$ cat src/rtl/seg_scan_ctrl.sv
// Time-multiplexed 7-segment digit scanner. It drives the digit decoder select/enable
// and presents the selected hex nibble to the segment encoder. A blanking interval at
// the start of each slot prevents ghosting. Leading zeros can be suppressed. The value
// is snapshotted once per frame so that a frame is always displayed coherently.
module seg_scan_ctrl #(
  parameter int unsigned NUM_DIGITS   = 4,
  parameter int unsigned PRESCALE     = 50000,
  parameter int unsigned BLANK_CYCLES = 16
) (
  input  logic                    clk,
  input  logic                    rst_n,
  input  logic                    run,
  input  logic [4*NUM_DIGITS-1:0] value,
  input  logic                    blank_lz,
  output logic [3:0]              dig_idx,
  output logic                    dig_en,
  output logic [3:0]              nibble,
  output logic                    frame_tick
);

  localparam int unsigned CntW = (PRESCALE > 1) ? $clog2(PRESCALE) : 1;
  localparam logic [CntW-1:0] SlotLast = CntW'(PRESCALE - 1);
  localparam logic [CntW-1:0] BlankVal = CntW'(BLANK_CYCLES);
  localparam logic [3:0]      LastIdx  = 4'(NUM_DIGITS - 1);

  typedef enum logic [0:0] {StIdle, StScan} state_e;

  state_e                  state;
  logic [CntW-1:0]         slot_cnt;
  logic [4*NUM_DIGITS-1:0] shadow;
  logic [NUM_DIGITS-1:0]   upper_zero;
  logic                    supp;
  logic                    past_blank;

  // Scan FSM: slot timing, digit stepping, and the frame-start snapshot and tick.
  always_ff @(posedge clk or negedge rst_n) begin
    if (!rst_n) begin
      state      <= StIdle;
      slot_cnt   <= '0;
      dig_idx    <= '0;
      shadow     <= '0;
      frame_tick <= 1'b0;
    end else begin
      frame_tick <= 1'b0;
      case (state)
        StIdle: begin
          slot_cnt <= '0;
          dig_idx  <= '0;
          if (run) begin
            state      <= StScan;
            shadow     <= value;
            frame_tick <= 1'b1;
          end
        end
        StScan: begin
          if (!run) begin
            // Abandon the slot at once; shadow is kept but goes dark.
            state    <= StIdle;
            slot_cnt <= '0;
            dig_idx  <= '0;
          end else if (slot_cnt == SlotLast) begin
            slot_cnt <= '0;
            if (dig_idx == LastIdx) begin
              dig_idx    <= '0;
              shadow     <= value;
              frame_tick <= 1'b1;
            end else begin
              dig_idx <= dig_idx + 4'd1;
            end
          end else begin
            slot_cnt <= slot_cnt + 1'b1;
          end
        end
        default: state <= StIdle;
      endcase
    end
  end

  // upper_zero[i]: shadow nibbles i..NUM_DIGITS-1 are all zero.
  always_comb begin
    upper_zero = '0;
    upper_zero[NUM_DIGITS-1] = (shadow[4*(NUM_DIGITS-1) +: 4] == 4'h0);
    for (int i = int'(NUM_DIGITS) - 2; i >= 0; i--) begin
      upper_zero[i] = upper_zero[i+1] && (shadow[4*i +: 4] == 4'h0);
    end
  end

  // Nibble select and leading-zero suppression for the current digit. Digit 0 is never
  // suppressed.
  always_comb begin
    nibble = 4'h0;
    supp   = 1'b0;
    for (int i = 0; i < int'(NUM_DIGITS); i++) begin
      if (dig_idx == 4'(i)) begin
        nibble = shadow[4*i +: 4];
        if (i != 0) supp = upper_zero[i];
      end
    end
    supp = supp && blank_lz;
  end

  // A zero-length blank makes the comparison trivially true; keep it out of the logic.
  if (BLANK_CYCLES == 0) begin : g_no_blank
    assign past_blank = 1'b1;
  end else begin : g_blank
    assign past_blank = (slot_cnt >= BlankVal);
  end

  // Enable only while scanning, after the blanking interval, and for unsuppressed digits.
  always_comb begin
    dig_en = (state == StScan) && past_blank && !supp;
  end

endmodule

$ cat config.mk
export PLATFORM = sky130hd
export DESIGN_NAME = seg_scan_ctrl
export DESIGN_NICKNAME = d
export VERILOG_FILES = /design/src/rtl/seg_scan_ctrl.sv
export SDC_FILE = /design/constraint.sdc
export NUM_CORES = 1
export LEC_CHECK = 0
export ABC_AREA = 1
export BUFFER_PORTS_ARGS = -buffer_cell sky130_fd_sc_hd__buf_2
export CAP_MARGIN = 30
export CORE_ASPECT_RATIO = 1.1
export CORE_MARGIN = 2
export CORE_UTILIZATION = 46
export DETAILED_ROUTE_END_ITERATION = 10
export GPL_TIMING_DRIVEN = 0
export PLACE_DENSITY = 0.66
export SYNTH_ARGS = -nofsm -noshare
export SYNTH_HDL_FRONTEND = slang
export SYNTH_SLANG_ARGS = --single-unit
$ cat constraint.sdc
create_clock -name clk -period 2.52 [get_ports clk]
set_input_delay 0.63 -clock clk [delete_from_list [all_inputs] [get_ports clk]]
set_output_delay 0.63 -clock clk [all_outputs]
set_load 0.02 [all_outputs]
==> metrics.txt, run 1 <==
# TYPE chip_impl_metric gauge
chip_impl_metric{name="ioPinCount",unit=""} 30
chip_impl_metric{name="relSlewSlack",unit=""} 0.425
chip_impl_metric{name="final_nets",unit=""} 352
chip_impl_metric{name="cts-htree-levels",unit=""} 2
chip_impl_info{name="critPathCaptureType",value="primary output"} 1
chip_impl_metric{name="synthesis.area",unit="sq um"} 2140
chip_impl_metric{name="synthToLayoutAreaGrowth",unit="%"} 15.8
chip_impl_metric{name="grt_pass1_wl",unit="um"} 7380
chip_impl_metric{name="cp_slowest_stage_delay",unit="ps"} 450
chip_impl_metric{name="place_worst_setup_slack",unit="ps"} 317
chip_impl_info{name="hold_path.class",value="input port to async pin"} 1
chip_impl_metric{name="yosys_register_bits",unit=""} 38
chip_impl_metric{name="timing_max_transition_violations_final",unit=""} 0
chip_impl_metric{name="number_of_iterations_in_the_first_detailed_routing_pass",unit=""} 4
chip_impl_metric{name="ctsLongestPathBuffers",unit=""} 2
chip_impl_metric{name="max_clock_freq",unit="MHz"} 414
chip_impl_metric{name="num_rows",unit=""} 26
chip_impl_metric{name="synth.top_cell.area_share",unit=""} 0.444
chip_impl_metric{name="globalRouteTotalUtil",unit=""} 0.179
chip_impl_metric{name="cts_sinks",unit=""} 38
chip_impl_metric{name="gate_count_of_the_mapped_netlist",unit=""} 287
chip_impl_info{name="crit_family",value="flip-flops"} 1
chip_impl_metric{name="worst_hold_slack",unit="ps"} 448
chip_impl_metric{name="dpl.hpwl",unit="um"} 3300
chip_impl_metric{name="fin_skew",unit="ps"} 6.32
chip_impl_info{name="timing.setup.critical_path_class",value="flip-flop to primary output"} 1
chip_impl_info{name="timing.critical_path.from",value="dig_idx[0]"} 1
chip_impl_metric{name="sequential_fraction_of_the_synthesis_area",unit=""} 0.444
chip_impl_info{name="yosys-top-cells-area",value="dfrtp_1 44%, nand2_1 15%, inv_1 6.8%"} 1
chip_impl_metric{name="remaining_drc_errors",unit=""} 0
chip_impl_metric{name="dp_cells",unit=""} 372
chip_impl_info{name="most_common_cell_after_layout_fill_and_taps_aside",value="nand2_1"} 1
chip_impl_metric{name="synth_cell_types",unit=""} 26
chip_impl_metric{name="core_area",unit="sq um"} 4550
chip_impl_metric{name="synth_nets",unit=""} 313
chip_impl_metric{name="grt_antenna_before_repair",unit=""} 0
chip_impl_metric{name="port_buffers",unit=""} 29
chip_impl_metric{name="setup_slack",unit="ps"} 107
chip_impl_info{name="cts_root_buffer",value="clkbuf_8"} 1
chip_impl_metric{name="hold_violations",unit=""} 0
chip_impl_metric{name="die_footprint",unit="sq um"} 5220
chip_impl_info{name="rr_startpoint",value="dig_idx[2]"} 1
chip_impl_metric{name="drt_wl_total",unit="um"} 4420
chip_impl_metric{name="initialDrtViolationCount",unit=""} 42
chip_impl_metric{name="path_max_fanout",unit=""} 6
chip_impl_metric{name="critical_path_arrival",unit="ps"} 1780
chip_impl_metric{name="power_density_cells",unit="nW/um^2"} 488
chip_impl_metric{name="post_drt_via_cell_ratio",unit=""} 4.75
chip_impl_metric{name="number_of_global_route_vias_before_repair",unit=""} 1690
chip_impl_metric{name="numCtsBuffers",unit=""} 5
chip_impl_metric{name="worst_pin_slew",unit="ps"} 863
chip_impl_metric{name="maxCapViolCount",unit=""} 0
chip_impl_metric{name="setup-violations-final",unit=""} 0
chip_impl_metric{name="overflow",unit=""} 0
chip_impl_metric{name="timing.critical_path.required",unit="ps"} 1890
chip_impl_metric{name="initial_core_util",unit=""} 0.470
chip_impl_info{name="crit_path_end",value="nibble[2]"} 1
chip_impl_metric{name="ir_drop",unit="mV"} 0.251
chip_impl_metric{name="critical_path_buf_inv_count",unit=""} 1
chip_impl_metric{name="instances_no_fill",unit=""} 382
chip_impl_metric{name="ys.warnings.count",unit=""} 0
chip_impl_metric{name="path_clk_slew",unit="ps"} 70
chip_impl_metric{name="dieHeight",unit="um"} 75.6
chip_impl_metric{name="antenna_cells",unit=""} 0
chip_impl_metric{name="nFillCells",unit=""} 465
chip_impl_metric{name="minimum_setup_slack_among_reg_to_reg_paths",unit="ps"} 900
chip_impl_metric{name="routabilityCongestion",unit=""} 0.847
chip_impl_metric{name="r2r_cells",unit=""} 10
chip_impl_info{name="chain_of_cells_forming_the_critical_path",value="ha_1 > nand3b_1 > o22ai_1 > nand2_1 > a21oi_1 > buf_2"} 1
chip_impl_metric{name="final_antenna_net_count",unit=""} 0
chip_impl_info{name="yosysTopAreaCell",value="dfrtp_1"} 1
chip_impl_metric{name="avg_synthesized_cell_area",unit="sq um"} 7.46
chip_impl_metric{name="worstSetupPathDepth",unit=""} 6
chip_impl_info{name="worst_setup_path_start_kind",value="flip-flop"} 1
chip_impl_metric{name="route.detailed.wl_per_inst",unit="um"} 11.6
chip_impl_metric{name="pin_count_of_the_biggest_net_entering_global_routing",unit=""} 39
chip_impl_metric{name="drive_above_1_share",unit=""} 0.187
chip_impl_info{name="rr_endpoint",value="shadow[9]"} 1
chip_impl_metric{name="report.power.total",unit="W"} 0.00121
chip_impl_metric{name="dr_total_vias",unit=""} 1815
chip_impl_info{name="critical_path.slowest_cell",value="dfrtp_2"} 1
chip_impl_metric{name="worst_skew_pair.late_latency",unit="ps"} 290
chip_impl_info{name="run_status",value="completed"} 1
chip_impl_metric{name="final_min_period_over_clock_period",unit=""} 0.957
chip_impl_metric{name="floorplan.die.width",unit="um"} 69.0
chip_impl_info{name="layout.cells.most_common_list",value="83 x nand2_1, 39 x inv_1, 38 x nor2_1"} 1
chip_impl_metric{name="power.static_leakage",unit="nW"} 1.28
chip_impl_metric{name="finalCriticalPeriod",unit="ps"} 2410
chip_impl_info{name="cts_tree",value="yes"} 1
-- worst min-delay path by stage --
stage | startpoint | endpoint
after global placement | slot_cnt[0] | slot_cnt[0]
after CTS | run | state
after global routing | run | state
after detailed placement | slot_cnt[0] | slot_cnt[0]
final | rst_n | shadow[5]
after floorplan | rst_n | dig_idx[0]
-- area by class of cell --
type | count | area (sq um) | area share
plain buffers | 5 | 36.3 | 0.0146
clock inverters | 2 | 10.0 | 0.00404
inverters | 41 | 156 | 0.0631
well taps | 56 | 70.1 | 0.0283
multi-input cells | 203 | 1010 | 0.406
clock buffers | 5 | 68.8 | 0.0277
repair buffers | 32 | 180 | 0.0727
flip-flops and latches | 38 | 952 | 0.384
-- through the flow --
stage / cell area, sq um / util / setup TNS [ps]
final: 2480 / 0.545 / 0
after global routing: 2480 / 0.545 / -6.63
after CTS: 2440 / 0.536 / 0
after detailed placement: 2360 / 0.517 / 0
after global placement: 2360 / 0.517 / 0
after floorplan: 2140 / - / 0
-- synthesized netlist by cell type --
library cell and instances:
ha_1 6, nor3b_1 2, nand3b_1 1, dfrtp_1 38
xor2_1 3, inv_4 1, nor2_1 38, inv_1 39
a21oi_1 10, buf_4 2, buf_2 2, nand3_2 1
o22ai_1 4, inv_2 1, o21ai_0 9, nand2_4 3
nand2_2 1, nand2_1 84, nand3_4 1, buf_6 1
nor2_2 3, nor3_1 8, xnor2_1 1, nor2_4 3
nand3_1 24, nand4_1 1
-- worst register-to-register path, stage by stage, from the launching register on --
cell,delay [ps]
dfrtp_1,470
nor2_4,180
buf_12,120
nand2_4,80
inv_4,90
nand3_4,80
nand2_4,120
nand2_4,100
buf_6,160
nand2_1,60
nand2_1,50
-- report_power, final --
part	internal [W]	switching [W]	total, W
clock network	0.000186	0.000210	0.000396
registers	0.000645	0.0000257	0.000670
logic	0.0000537	0.0000896	0.000143
total	0.000884	0.000325	0.00121
-- per-layer routing --
layer	GRT usage	part of all wire
met5	0	0
met3	0.0503	0.037
met1	0.206	0.46
met2	0.329	0.50
met4	0.0588	0.0072
-- kinds of logic after synthesis --
kind of cell | after synthesis | synth area share
AO/OA/AOI/OAI | 23 | 0.0561
XOR/XNOR | 4 | 0.0164
adder cells (fa/ha/maj) | 6 | 0.0351
buffers and inverters | 46 | 0.0900
flip-flops | 38 | 0.444
AND/OR/NAND/NOR | 170 | 0.358
-- flip-flops by register name, indices dropped and copies added (netlist names) --
register,count
slot_cnt,16
state,1
shadow,16
dig_idx,4
frame_tick,1
-- timing repair --
item / in CTS / in global routing
setup buffers: 0 / 3
cloned: 0 / 0
endpoints found under the setup margin: 1 / 5
hold buffers: 0 / 0
pin swaps: 0 / 2
resized for setup: 1 / 2
No activity file was read; power rests on OpenSTA's default activity.
==> run 2: changes to the inputs <==
- CTS_BUF_LIST: unset -> sky130_fd_sc_hd__clkbuf_4
==> run 2 against run 1 <==
Compared with the run above: sequential cell count is the same; highest routed layer unchanged; via count grew 1.8%; final area grew 0.81%; sequential power is essentially flat; power shrank 7.2%; combinational power grew 5%; worst setup slack lost 16 ps.
==> metrics.txt, run 2 (same netlist as run 1, synthesis figures left out) <==
# TYPE chip_impl_metric gauge
chip_impl_info{name="timing.setup.critical_path_class",value="flip-flop to primary output"} 1
chip_impl_metric{name="drt_wl_total",unit="um"} 4540
chip_impl_metric{name="setup-violations-final",unit=""} 0
chip_impl_metric{name="ioPinCount",unit=""} 30
chip_impl_metric{name="final_min_period_over_clock_period",unit=""} 0.964
chip_impl_metric{name="floorplan.die.width",unit="um"} 69.0
chip_impl_metric{name="final_antenna_net_count",unit=""} 0
chip_impl_metric{name="num_rows",unit=""} 26
chip_impl_metric{name="fin_skew",unit="ps"} 8.64
chip_impl_metric{name="worst_hold_slack",unit="ps"} 376
chip_impl_metric{name="multiInputGateArea",unit="sq um"} 1030
chip_impl_metric{name="antenna_cells",unit=""} 0
chip_impl_metric{name="relSlewSlack",unit=""} 0.440
chip_impl_metric{name="route.detailed.wl_per_inst",unit="um"} 11.8
chip_impl_info{name="run_status",value="completed"} 1
chip_impl_metric{name="power_density_cells",unit="nW/um^2"} 449
chip_impl_info{name="rr_endpoint",value="shadow[0]"} 1
chip_impl_metric{name="gr-usage-met2",unit=""} 0.337
chip_impl_metric{name="ctsLongestPathBuffers",unit=""} 2
chip_impl_info{name="rr_startpoint",value="dig_idx[1]"} 1
chip_impl_metric{name="setup_slack",unit="ps"} 91.0
chip_impl_info{name="critPathCaptureType",value="primary output"} 1
chip_impl_metric{name="grt_pass1_wl",unit="um"} 7450
chip_impl_metric{name="routabilityCongestion",unit=""} 0.847
chip_impl_info{name="most_common_cell_after_layout_fill_and_taps_aside",value="nand2_1"} 1
chip_impl_metric{name="path_clk_slew",unit="ps"} 120
chip_impl_metric{name="number_of_iterations_in_the_first_detailed_routing_pass",unit=""} 4
chip_impl_metric{name="place_worst_setup_slack",unit="ps"} 317
chip_impl_metric{name="ir_drop",unit="mV"} 0.262
chip_impl_metric{name="maxCapViolCount",unit=""} 0
chip_impl_metric{name="overflow",unit=""} 0
chip_impl_metric{name="initial_core_util",unit=""} 0.470
chip_impl_metric{name="final_nets",unit=""} 355
chip_impl_info{name="busiest_layer",value="met2"} 1
chip_impl_metric{name="nFillCells",unit=""} 458
chip_impl_info{name="grt_setup_unrepaired",value="yes"} 1
chip_impl_metric{name="remaining_drc_errors",unit=""} 0
chip_impl_metric{name="r2r_cells",unit=""} 11
chip_impl_metric{name="drive_above_1_share",unit=""} 0.216
chip_impl_metric{name="finalCriticalPeriod",unit="ps"} 2430
chip_impl_metric{name="synthToLayoutAreaGrowth",unit="%"} 16.8
chip_impl_info{name="cts_tree",value="yes"} 1
chip_impl_metric{name="met1_usage",unit=""} 0.206
chip_impl_metric{name="number_of_global_route_vias_before_repair",unit=""} 1699
chip_impl_metric{name="power.static_leakage",unit="nW"} 1.28
chip_impl_metric{name="dieHeight",unit="um"} 75.6
chip_impl_metric{name="cts-htree-levels",unit=""} 2
chip_impl_metric{name="dr_total_vias",unit=""} 1847
chip_impl_metric{name="timing.critical_path.required",unit="ps"} 1890
chip_impl_info{name="cts_root_buffer",value="clkbuf_4"} 1
chip_impl_metric{name="critical_path_arrival",unit="ps"} 1800
chip_impl_metric{name="max_clock_freq",unit="MHz"} 412
chip_impl_metric{name="met3_usage",unit=""} 0.0503
chip_impl_metric{name="cts_sinks",unit=""} 38
chip_impl_metric{name="area.sequential",unit="sq um"} 953
chip_impl_info{name="worst_setup_path_start_kind",value="flip-flop"} 1
chip_impl_metric{name="globalRouteTotalUtil",unit=""} 0.180
chip_impl_metric{name="path_max_fanout",unit=""} 5
chip_impl_metric{name="port_buffers",unit=""} 29
chip_impl_metric{name="timing_max_transition_violations_final",unit=""} 0
chip_impl_metric{name="core_area",unit="sq um"} 4550
chip_impl_metric{name="minimum_setup_slack_among_reg_to_reg_paths",unit="ps"} 770
chip_impl_metric{name="numCtsBuffers",unit=""} 5
chip_impl_metric{name="worst_skew_pair.late_latency",unit="ps"} 340
chip_impl_metric{name="cts_hold_buf",unit=""} 0
chip_impl_metric{name="worst_pin_slew",unit="ps"} 840
chip_impl_metric{name="grt_antenna_before_repair",unit=""} 0
chip_impl_metric{name="die_footprint",unit="sq um"} 5220
chip_impl_info{name="hold_path.class",value="input port to async pin"} 1
chip_impl_info{name="layout.cells.most_common_list",value="83 x nand2_1, 38 x inv_1, 38 x nor2_1"} 1
chip_impl_metric{name="hold_violations",unit=""} 0
chip_impl_metric{name="post_drt_via_cell_ratio",unit=""} 4.80
chip_impl_info{name="largestRegisters",value="shadow: 16 flops, slot_cnt: 16 flops, dig_idx: 4 flops"} 1
chip_impl_metric{name="pin_count_of_the_biggest_net_entering_global_routing",unit=""} 39
chip_impl_metric{name="dpl.hpwl",unit="um"} 3300
chip_impl_metric{name="initialDrtViolationCount",unit=""} 79
run 2: area by class of cell:
class | instances | share of cell area
clock buffer | 5 | 0.0150
sequential | 38 | 0.381
clock inverter | 2 | 0.00400
multi-input combinational | 204 | 0.411
inverter | 41 | 0.0626
buffer | 5 | 0.0145
tap | 56 | 0.0280
timing repair buffer | 34 | 0.0831
run 2: per-layer routing:
metal,vias up,wire length (um),part of all wire
met5,-,0,0
met4,0,27,0.0059
met3,2,153,0.034
met2,26,2290,0.50
met1,844,2070,0.46
li1,975,-,-
run 2: how the worst max path moves through the flow:
stage                     startpoint   endpoint  cells after the start
after floorplan           dig_idx[0]     dig_en                      7
after global placement    dig_idx[0]     dig_en                      8
after detailed placement  dig_idx[1]  nibble[1]                      7
after CTS                 dig_idx[0]  nibble[2]                      6
after global routing      dig_idx[0]  nibble[0]                      7
final                     dig_idx[0]  nibble[1]                      6
run 2: what timing repair did:
action	4_1_cts	5_1_grt
gates resized for setup	3	12
cloned	0	1
pin swaps	0	7
setup buffers	1	4
setup endpoints to repair	3	5
run 2: power by group:
group | switching [W] | internal, W
clock network | 0.000201 | 0.000100
registers | 0.0000263 | 0.000645
logic | 0.0000911 | 0.0000589
total | 0.000318 | 0.000804
run 2: per-stage QoR:
step                TNS, ps   util  instance area (sq um)  cells  power [W]
global route          -60.4  0.549                   2500    385    0.00119
CTS                       0  0.532                   2420    380    0.00113
global placement          0  0.517                   2360    372   0.000823
finish                    0  0.549                   2500    385    0.00112
floorplan                 0      -                   2140    287   0.000765
detailed placement        0  0.517                   2360    372   0.000827
run 2: worst max-delay path, cell delays in order (launching register included):
cell	delay, ps
dfrtp_2	450
ha_2	190
nand3b_1	230
o22ai_2	200
nand2_1	100
a21oi_2	140
buf_4	150
